<file path="config.mk">
export PLATFORM = sky130hd
export DESIGN_NAME = stack_unit
export DESIGN_NICKNAME = d
export VERILOG_FILES = /design/src/rtl/stack_unit.sv
export SDC_FILE = /design/constraint.sdc
export NUM_CORES = 1
export LEC_CHECK = 0
export BUFFER_PORTS_ARGS = -buffer_cell sky130_fd_sc_hd__buf_2
export CAP_MARGIN = 40
export CORE_ASPECT_RATIO = 1.5
export CORE_MARGIN = 4
export CORE_UTILIZATION = 45
export CTS_CLUSTER_DIAMETER = 60
export DETAILED_ROUTE_END_ITERATION = 10
export PLACE_DENSITY_LB_ADDON = 0.3
export SLEW_MARGIN = 20
export SYNTH_ARGS = -nofsm -noshare
export SYNTH_HDL_FRONTEND = slang
export SYNTH_SLANG_ARGS = --single-unit
</file>
<file path="constraint.sdc">
create_clock -name clk -period 2.45 [get_ports clk]
set_input_delay 0 -clock clk [delete_from_list [all_inputs] [get_ports clk]]
set_output_delay 0 -clock clk [all_outputs]
set_load 0.05 [all_outputs]
</file>
<file path="src/rtl/stack_unit.sv">
`default_nettype none
// ============================================================================
// Module   : stack_unit
// Brief    : Memory-stage stack engine: stack pointer, push/pop addressing,
//            and PC/CCR reassembly from popped words. Optional bounds guard
//            enabled by defining STACK_GUARD_EN.
// Revision : 1.0 - initial release
// ============================================================================
module stack_unit #(
  parameter int                ADDR_W  = 20,
  parameter int                DATA_W  = 16,
  parameter logic [ADDR_W-1:0] SP_INIT = {ADDR_W{1'b1}}
) (
  input  logic              clk,
  input  logic              rst,
  input  logic              stack,
  input  logic              mem_rd,
  input  logic              mem_wr,
  input  logic [1:0]        mem_data_sel,
  input  logic              pop_pc1,
  input  logic              pop_pc2,
  input  logic              pop_ccr,
  input  logic [ADDR_W-1:0] alu_addr,
  input  logic [DATA_W-1:0] reg_data,
  input  logic [31:0]       pc,
  input  logic [3:0]        ccr,
  input  logic [DATA_W-1:0] mem_rdata,
  output logic [ADDR_W-1:0] mem_addr,
  output logic [DATA_W-1:0] mem_wdata,
  output logic              mem_we,
  output logic              mem_re,
  output logic [ADDR_W-1:0] sp,
  output logic [31:0]       pc_restore,
  output logic              pc_restore_valid,
  output logic [3:0]        ccr_restore,
  output logic              ccr_restore_valid,
  output logic              stack_err
);

  typedef enum logic [1:0] {
    TAG_NONE = 2'd0,
    TAG_CCR  = 2'd1,
    TAG_HI   = 2'd2,
    TAG_LO   = 2'd3
  } tag_e;

  logic [ADDR_W-1:0] sp_q, sp_d;
  tag_e              tag_q, tag_d;
  logic [15:0]       pc_hi_q, pc_hi_d;
  logic [15:0]       pc_hold_q, pc_hold_d;
  logic [31:0]       pc_restore_q, pc_restore_d;
  logic              pc_restore_valid_q, pc_restore_valid_d;
  logic [3:0]        ccr_restore_q, ccr_restore_d;
  logic              ccr_restore_valid_q, ccr_restore_valid_d;
  logic              stack_err_q, stack_err_d;

  logic pop_any, is_push, is_pop, collision, multi_pop;
  logic overflow, underflow, do_push, do_pop;
  logic [ADDR_W-1:0] sp_inc;

  always_comb begin
    pop_any   = pop_pc1 | pop_pc2 | pop_ccr;
    is_push   = stack & mem_wr;
    // A pop colliding with a push is dropped; the push wins.
    is_pop    = ((stack & mem_rd) | pop_any) & ~is_push;
    collision = is_push & ((stack & mem_rd) | pop_any);
    multi_pop = (pop_pc1 & pop_pc2) | (pop_pc1 & pop_ccr) | (pop_pc2 & pop_ccr);
    sp_inc    = sp_q + ADDR_W'(1);
`ifdef STACK_GUARD_EN
    overflow  = is_push & (sp_q == '0);
    underflow = is_pop & (sp_q == SP_INIT);
`else
    overflow  = 1'b0;
    underflow = 1'b0;
`endif
    do_push   = is_push & ~overflow;
    do_pop    = is_pop & ~underflow;
  end

  always_comb begin
    mem_addr  = alu_addr;
    mem_wdata = reg_data;
    mem_we    = 1'b0;
    mem_re    = 1'b0;
    if (rst) begin
      case (mem_data_sel)
        2'b01:   mem_wdata = pc[15:0];
        2'b10:   mem_wdata = pc_hold_q;
        2'b11:   mem_wdata = {{(DATA_W-4){1'b0}}, ccr};
        default: mem_wdata = reg_data;
      endcase
      if (is_push) begin
        mem_addr = sp_q;
        mem_we   = do_push;
      end else if (is_pop) begin
        mem_addr = sp_inc;
        mem_re   = do_pop;
      end else begin
        mem_we   = mem_wr;
        mem_re   = mem_rd;
      end
    end
  end

  always_comb begin
    sp_d                = sp_q;
    tag_d               = TAG_NONE;
    pc_hi_d             = pc_hi_q;
    pc_hold_d           = pc_hold_q;
    pc_restore_d        = pc_restore_q;
    pc_restore_valid_d  = 1'b0;
    ccr_restore_d       = ccr_restore_q;
    ccr_restore_valid_d = 1'b0;
    stack_err_d         = stack_err_q | collision | multi_pop | overflow | underflow;

    if (do_push) begin
      sp_d = sp_q - ADDR_W'(1);
      // Keep the high half so the second push word survives a PC change.
      if (mem_data_sel == 2'b01) pc_hold_d = pc[31:16];
    end else if (do_pop) begin
      sp_d = sp_inc;
      if (pop_ccr)      tag_d = TAG_CCR;
      else if (pop_pc2) tag_d = TAG_HI;
      else if (pop_pc1) tag_d = TAG_LO;
    end

    case (tag_q)
      TAG_HI: pc_hi_d = mem_rdata;
      TAG_LO: begin
        pc_restore_d       = {pc_hi_q, mem_rdata};
        pc_restore_valid_d = 1'b1;
        pc_hi_d            = '0;
      end
      TAG_CCR: begin
        ccr_restore_d       = mem_rdata[3:0];
        ccr_restore_valid_d = 1'b1;
      end
      default: ;
    endcase
  end

  always_ff @(posedge clk or negedge rst) begin
    if (!rst) begin
      sp_q                <= SP_INIT;
      tag_q               <= TAG_NONE;
      pc_hi_q             <= '0;
      pc_hold_q           <= '0;
      pc_restore_q        <= '0;
      pc_restore_valid_q  <= 1'b0;
      ccr_restore_q       <= '0;
      ccr_restore_valid_q <= 1'b0;
      stack_err_q         <= 1'b0;
    end else begin
      sp_q                <= sp_d;
      tag_q               <= tag_d;
      pc_hi_q             <= pc_hi_d;
      pc_hold_q           <= pc_hold_d;
      pc_restore_q        <= pc_restore_d;
      pc_restore_valid_q  <= pc_restore_valid_d;
      ccr_restore_q       <= ccr_restore_d;
      ccr_restore_valid_q <= ccr_restore_valid_d;
      stack_err_q         <= stack_err_d;
    end
  end

  assign sp                = sp_q;
  assign pc_restore        = pc_restore_q;
  assign pc_restore_valid  = pc_restore_valid_q;
  assign ccr_restore       = ccr_restore_q;
  assign ccr_restore_valid = ccr_restore_valid_q;
  assign stack_err         = stack_err_q;

endmodule
`default_nettype wire

</file>
Word-level counts from Yosys, hierarchy flattened --
Cells that the tools add are included.
Word-level totals: register bits after elaboration 93, input bits 98, output and inout bits 97
Cells by class: add/sub/neg operators 2, equal/unequal tests 6, muxes and demuxes 21, bitwise gates (word level) 15, reductions and logical operators 3
Operators with widths (count):
- 20-bit two-way mux | 5
- 16-bit case mux with 3 select lines | 1
- 16-bit case mux with 2 select lines | 1
- 20-bit by 1-bit adder with 20-bit output, second input constant | 1
- 20-bit by 1-bit subtractor with 20-bit output, second input constant | 1
- 16-bit two-way mux | 1
- 2-bit two-way mux | 5
- 2-bit == test, second input constant | 4
- 1-bit two-way mux | 8
- 1-bit AND | 7
- 1-bit OR | 7
- 2-bit by 1-bit == test with 1-bit output, second input constant | 2
- 2-bit nonzero test | 2
- 2-bit AND reduction | 1
- 1-bit NOT | 1

Logic depth before layout (Yosys ltp) --
Gate-level depths: netlist (run 1).
word-level depth 7, depth in mapped cells 7, gate-level depth less buffers 6

Least setup slack after synthesis (run 1) --
Ideal clock, no wire load.
path kind register to output, from reg sp_q[11] (netlist: sp[11]), to out mem_addr[18], data arrival time 3.426 ns, required time 2.450 ns, path slack -0.976 ns, cell stages (with the launch flop) 7, path buffers 2, cells stage by stage dfstp_2 -> buf_2 -> and3_1 -> clkbuf_2 -> and4_1 -> nand3_1 -> o311ai_0
On the way: longest elaborated chain between the ends 4
RTL lines:
- start, declared | RTL line 47 | logic [ADDR_W-1:0] sp_q, sp_d;
- start signal, assigned | RTL line 154 | sp_q <= sp_d;
- 20-bit by 1-bit adder with 20-bit output | RTL line 68 | sp_inc = sp_q + ADDR_W'(1);
- 20-bit two-way mux | RTL line 95 | end else if (is_pop) begin
- 20-bit two-way mux | RTL line 92 | if (is_push) begin
- 20-bit two-way mux | RTL line 85 | if (rst) begin
- end, declared | RTL line 28 | output logic [ADDR_W-1:0] mem_addr,
No other way between the ends.

Final worst setup path (run 1) --
from reg sp_q[0] (netlist: sp[0]), to out mem_addr[8]
Same word-level chain as after synthesis.

==> metrics.md, run 1 <==
| Metric | Value |
|---|---|
| Post-synth top cells | `dfrtp_1 (73), nand2_1 (53), o21ai_0 (50)` |
| Ys flop type | `dfrtp_1` |
| Via count | `around 4700` |
| HP Class | `in2reg` |
| Multi-input logic area | `0.00244 mm^2` |
| Outcome | `complete, no violations` |
| WHS Path Cells | `3` |
| Setup crit end kind | `output port` |
| Final setup fails | `0` |
| Hold path endpoint | `tag_q[0]` |
| Rel. slew slack | `a little under three fifths` |
| Synth top area share | `36.7%` |
| Synth warn | `0` |
| # clock sinks | `93` |
| Antenna violations before repair | `0` |
| Vias per cell | `5.34` |
| DR pass1 iterations | `5` |
| FF-to-FF setup slack | `between 0.4 and 0.5 ns` |
| Worst setup SP type | `register` |
| Syn Area/Cell | `10.1 um^2` |
| First-pass GRT wire length | `~23000 um` |
| Leak Pwr | `about 3.3 nW` |
| Final ANT Viol Nets | `0` |
| Die area | `about 0.013 mm^2` |
| Post-synth EDFFs | `0` |
| Final hold slack | `0.0280 ns` |
| Share of layout cells above drive strength 1 | `43.9%` |
| Post-synthesis cell type count | `59` |
| Most frequent cell after synthesis | `dfrtp_1` |
| Area Overhead vs Synth | `38.9%` |
| Achievable Freq | `425 MHz` |
| Setup Crit Path Kind | `reg2out` |
| Max_cap viols | `0` |
| Slew Limit Fails | `0` |
| Largest net degree at the start of global routing | `104` |
| # IOs | `slightly below 200` |
| Dpl hpwl | `10500 um` |
| DRT Wirelength | `14500 um` |
| Unrepaired setup endpoints after global routing | `yes` |
| Drc violations | `0` |
| Starting Density | `46.5%` |
| Clock period minus worst slack | `about 2.4 ns` |
| Reg2reg path depth | `7` |
| Worst slew pin tran | `0.645 ns` |
| Final worst path period share | `96.1%` |
| Post-route insts no fill | `between 800 and 900` |
| Worst VDD drop | `approximately 440 uV` |
| CTS tree | `done` |
| Die Y | `137 um` |
| Gr usage total | `22.7%` |
| Register bit total from synthesis | `93` |
| Required time worst endpoint | `2.45 ns` |
| Worst R2R End | `sp[19]` |
| Final nets | `827` |
| Setup tns final | `0 ns` |
| Vias in the first global route | `4791` |
| Max clock buf depth | `2` |
| Syn Inst Count | `492` |
| Clk_skew | `roughly 0.005 ns` |
| Root Driver | `clkbuf_16` |
| CTS H-tree depth | `3` |
| Antenna diodes | `0` |
| Clock-pin slew on the worst setup and hold paths | `0.07 ns` |
| 1st-iter DRT viols | `151` |
| Hold Crit Start | `pop_pc1` |
| RR Startpoint | `sp[6]` |
| FF+latch area | `roughly 0.0024 mm^2` |
| WL/cell | `between 15 and 20 um` |
| Die Wd | `roughly 94 um` |
| Fin util | `64.6%` |
| Placed insts | `around 810` |
| Clk_lat worst skew | `about 0.34 ns` |
| Port-buffer cells | `194` |
| Final hold viol count | `0` |
| Dominant cell type by area after synthesis | `dfrtp_1` |
| CP Max Fanout | `5` |
| Overflow after GRT | `0` |
| PwrDens | `between 900 and 1000 mW/mm^2` |
| Core area | `0.0107 mm^2` |
| Sequential share of the synthesized area | `47.3%` |
| Cell row count | `46` |
| Placer congestion estimate | `about 0.84` |
| Fillcell total | `920` |
| Arr. time, crit path | `2.36 ns` |
| TritonCTS buffer count | `9` |
| Syn Std Cell Area | `0.00498 mm^2` |
| Synthesized net count | `592` |
| Post-synth ARST share | `100%` |
| Largest cells by area after synthesis | `dfrtp_1 (37%), dfstp_2 (11%), mux2_2 (9.1%)` |
==> sequential cells by signal, summed over array words and instances (netlist names) <==
register,flops
ccr_restore,4
ccr_restore_valid,1
pc_hi_q,16
pc_hold_q,16
pc_restore,32
pc_restore_valid,1
sp,20
stack_err,1
tag_q,2
==> worst max-delay path by stage <==
| stage | startpoint | end | slack, ns | depth (start not counted) |
|---|---|---|---|---|
| 3_5_place_dp | sp[5] | mem_addr[11] | 0.31 | 7 |
| 3_3_place_gp | sp[5] | mem_addr[11] | 0.38 | 7 |
| 2_1_floorplan | sp[2] | mem_addr[17] | 0.03 | 7 |
| 4_1_cts | sp[6] | mem_addr[15] | 0.007 | 7 |
| 6_report | sp[0] | mem_addr[8] | 0.09 | 7 |
| 5_1_grt | sp[1] | mem_addr[8] | -0.02 | 7 |
==> critical path, stage by stage (launching register included) <==
cell and delay (ns):
dfstp_2 0.59, ha_2 0.24, and4_1 0.29, and3_1 0.22, nand3_1 0.16, xor2_2 0.19
o21ai_1 0.16, buf_6 0.18
==> stage by stage <==
stage	area, um^2	setup slack [ns]	power [mW]
floorplan	5000	0.0304	4.54
CTS	6750	0.00650	6.67
global placement	6070	0.379	5.21
detailed placement	6090	0.306	5.27
finish	6910	0.0948	6.81
global route	6910	-0.0174	7.15
==> layer usage <==
metal  share of wire (%)  global-route usage (%)  vias to the layer above  routed length [um]
met2                  53                    40.9                      176                7690
met5                   0                       0                        -                   0
li1                    -                       -                     2234                   -
met4                 2.9                    9.56                        0                 427
met1                  39                    26.4                     2232                5680
met3                 5.1                    3.74                       39                 740
==> layout make-up <==
type / instances / area share (%)
well taps: 144 / 2.61
multi-input cells: 342 / 35.3
clock buffers: 11 / 3.51
clock inverters: 5 / 0.507
inverters: 22 / 1.19
repair buffers: 259 / 22.9
flip-flops and latches: 93 / 34.0
==> power breakdown <==
| part | total [mW] | switching (mW) | leakage (nW) | internal, mW |
|---|---|---|---|---|
| Clock | 1.30 | 0.585 | 0.136 | 0.718 |
| Combinational | 3.16 | 2.18 | 2.04 | 0.980 |
| Sequential | 2.35 | 0.358 | 1.11 | 1.99 |
| Total | 6.81 | 3.13 | 3.28 | 3.69 |
==> timing repair <==
item	4_1_cts	5_1_grt
hold buffers	35	0
setup buffers	3	14
gates resized for setup	4	11
hold endpoints to repair	60	0
setup endpoints to repair	4	7
pin swaps	2	4
==> layout by cell type (no fill, tap or decap), types with 4 or more instances in the layout <==
cell,n
buf_2,190
dfrtp_1,73
nand2_1,52
o21ai_0,45
mux2_2,40
dlygate4sd3_1,35
a22o_1,34
buf_4,30
inv_1,22
dfstp_2,20
xnor2_1,17
nor2_1,16
nand4_1,11
nand3_1,11
a21oi_1,11
xor2_1,9
clkbuf_16,9
and3_1,8
o21ai_1,7
o22ai_1,6
nor3_1,5
a31oi_1,5
and4_1,4
and2_1,4
==> kinds of logic after synthesis <==
family | after synthesis | synth area share (%)
buf+inv | 57 | 4.95
xor+xnor | 27 | 4.75
mux | 41 | 9.25
flops | 93 | 47.3
simple gates | 136 | 14.3
compound gates | 135 | 18.8
fa+ha+maj | 3 | 0.704
Note: power is estimated with default switching activity, not from simulation.
==> run 2: changes to the inputs <==
--- a/config.mk
+++ b/config.mk
@@ -10,7 +10,8 @@
 export CORE_ASPECT_RATIO = 1.5
 export CORE_MARGIN = 4
 export CORE_UTILIZATION = 45
-export CTS_CLUSTER_DIAMETER = 60
+export CTS_BUF_LIST = sky130_fd_sc_hd__clkbuf_8
+export CTS_CLUSTER_DIAMETER = 100
 export DETAILED_ROUTE_END_ITERATION = 10
 export PLACE_DENSITY_LB_ADDON = 0.3
 export SLEW_MARGIN = 20
==> metrics.md, run 2 (synthesis gave the netlist of run 1 again) <==
| Metric | Value |
|---|---|
| Outcome | `complete, no violations` |
| WL/cell | `16.6 um (+0.25%)` |
| Rel. slew slack | `56.0% (-0.85 points)` |
| 1st-iter DRT viols | `154 (+2.0%)` |
| Vias in the first global route | `4768 (-0.48%)` |
| First-pass GRT wire length | `23300 um (+0.54%)` |
| CTS tree | `done` |
| Port-buffer cells | `194 (unchanged)` |
| Met3 Usage GRT | `4.07% (+0.33 points)` |
| Clock-pin slew on the worst setup and hold paths | `0.09 ns (+0.02 ns)` |
| Max_cap viols | `0 (unchanged)` |
| Die Wd | `93.9 um (unchanged)` |
| Area Overhead vs Synth | `37.9%` |
| Sequential share of power | `36.1% (+1.6 points)` |
| Worst VDD drop | `515 uV (+17%)` |
| Setup Crit Path Kind | `reg2out` |
| Dpl hpwl | `10500 um (unchanged)` |
| Fin util | `64.1% (-0.46 points)` |
| Drc violations | `0 (unchanged)` |
| Final worst path period share | `95.6% (-0.52 points)` |
| DR pass1 iterations | `4 (-1)` |
| Starting Density | `46.5% (unchanged)` |
| CTS H-tree depth | `3 (unchanged)` |
| Die Y | `137 um (unchanged)` |
| Worst setup SP type | `register` |
| Share of layout cells above drive strength 1 | `44.1% (+0.25 points)` |
| Final hold viol count | `0 (unchanged)` |
| Slew Limit Fails | `0 (unchanged)` |
| FF-to-FF setup slack | `0.40 ns (-0.04 ns)` |
| Clk_skew | `0.00746 ns (+0.00253 ns)` |
| Most frequent cells in the layout | `buf_2 (189), dfrtp_1 (73), nand2_1 (51)` |
| Overflow after GRT | `0 (unchanged)` |
| Arr. time, crit path | `2.34 ns (-0.02 ns)` |
| Root Driver | `clkbuf_8` |
| Final hold slack | `0.0962 ns (+0.0683 ns)` |
| DRT Wirelength | `14700 um (+0.82%)` |
| Setup crit end kind | `output port` |
| TritonCTS buffer count | `9 (unchanged)` |
| Leak Pwr | `3.26 nW (-0.54%)` |
| Antenna violations before repair | `0 (unchanged)` |
| Fillcell total | `924 (+0.43%)` |
| Core area | `0.0107 mm^2 (unchanged)` |
| Via count | `4729 (+1.0%)` |
| Final setup fails | `0 (unchanged)` |
| Cell row count | `46 (unchanged)` |
| Clock share of power | `14.5% (-4.6 points)` |
| Achievable Freq | `427 MHz (+0.54%)` |
| HP Class | `in2reg` |
| Final ANT Viol Nets | `0 (unchanged)` |
| CP Max Fanout | `8 (+3)` |
| Gr usage total | `22.9% (+0.15 points)` |
| Met2 GRT Util | `40.9% (-0.079 points)` |
| Final nets | `832 (+0.60%)` |
| Switch Pwr | `3.09 mW (-1.1%)` |
| # IOs | `195 (unchanged)` |
| Number of flip-flops in the largest register | `32 (unchanged)` |
| Sw Share | `47.9% (+2.0 points)` |
| Grt met1 use | `27.0% (+0.53 points)` |
| Combinational share of power | `49.5% (+3.1 points)` |
| Largest net degree at the start of global routing | `104 (unchanged)` |
| Required time worst endpoint | `2.45 ns (about the same)` |
| Antenna diodes | `0 (unchanged)` |
| Placer congestion estimate | `0.841 (unchanged)` |
| Most common cell after layout, fill and taps aside | `buf_2` |
| Die area | `0.0128 mm^2 (unchanged)` |
| # clock sinks | `93 (unchanged)` |
| Vias per cell | `5.37 (+0.45%)` |
| Clk_lat worst skew | `0.36 ns (+0.02 ns)` |
| Max clock buf depth | `2 (unchanged)` |
| Worst slew pin tran | `0.657 ns (+0.0128 ns)` |
| Gr busiest metal | `met2` |
| Clock period minus worst slack | `2.34 ns (-0.0127 ns)` |
| Int Pwr | `3.37 mW (-8.7%)` |
| PwrDens | `941 mW/mm^2 (-4.5%)` |
## run 2: cell types whose count changed in the layout (fill, tap and decap cells not counted), moves of 2 or more
cell           delta
dlygate4sd3_1     +2
buf_4             +4
clkbuf_16         -9
clkbuf_8          +9
## run 2: timing repair
item	4_1_cts	5_1_grt
gates resized for setup	5	13
buffers inserted	4	16
hold buffers	37	0
pin swaps	1	7
setup endpoints to repair	6	12
hold endpoints to repair	60	0
## run 2: critical path: stages (launching register included)
cell     delay, ns
dfstp_2       0.59
nand4_1       0.21
nor3_4        0.30
buf_6         0.16
and3_1        0.20
o21ai_0       0.08
a31o_2        0.25
buf_4         0.18
## run 2: layout make-up
cell class	instances	area [um^2]	share of cell area, %
inverters	22	82.6	1.20
flip-flops and latches	93	2350	34.3
clock inverters	6	38.8	0.565
well taps	144	180	2.63
multi-input cells	342	2450	35.6
clock buffers	10	138	2.01
repair buffers	264	1630	23.7
## run 2: path summary, 6_finish.rpt
kind,startpoint,to,cells after the start
setup reg to reg,sp[2],sp[17],7
hold / removal,pop_pc2,stack_err,4
max in group asynchronous,rst,sp[13],3
hold reg to reg,pc_restore[20],pc_restore[20],2
min in group asynchronous,rst,pc_hold_q[1],2
setup / recovery,sp[7],mem_addr[15],7
## run 2: metrics by stage
step | instance area (um^2) | instances | power (mW) | TNS, ns | worst slack [ns]
2_1_floorplan | 5000 | 492 | 4.54 | 0 | 0.0304
3_3_place_gp | 6070 | 805 | 5.21 | 0 | 0.379
3_5_place_dp | 6090 | 807 | 5.27 | 0 | 0.306
4_1_cts | 6680 | 864 | 6.32 | 0 | 0.00957
5_1_grt | 6860 | 881 | 6.80 | -0.0178 | -0.00788
6_report | 6860 | 881 | 6.46 | 0 | 0.107
## run 2: routing by layer
| layer | vias up | part of all wire (%) | routed length [um] |
|---|---|---|---|
| met1 | 2257 | 39 | 5710 |
| met4 | 0 | 3.1 | 461 |
| met2 | 191 | 53 | 7720 |
| met3 | 41 | 5.3 | 770 |
| met5 | - | 0 | 0 |
| li1 | 2240 | - | - |
## run 2: power groups by stage
stage / logic (mW) / registers (mW) / clock network [mW]
CTS: 3.01 / 2.35 / 0.966
global route: 3.38 / 2.38 / 1.04
floorplan: 1.37 / 3.17 / 0
finish: 3.20 / 2.33 / 0.935
detailed placement: 2.83 / 2.44 / 0
global placement: 2.79 / 2.42 / 0
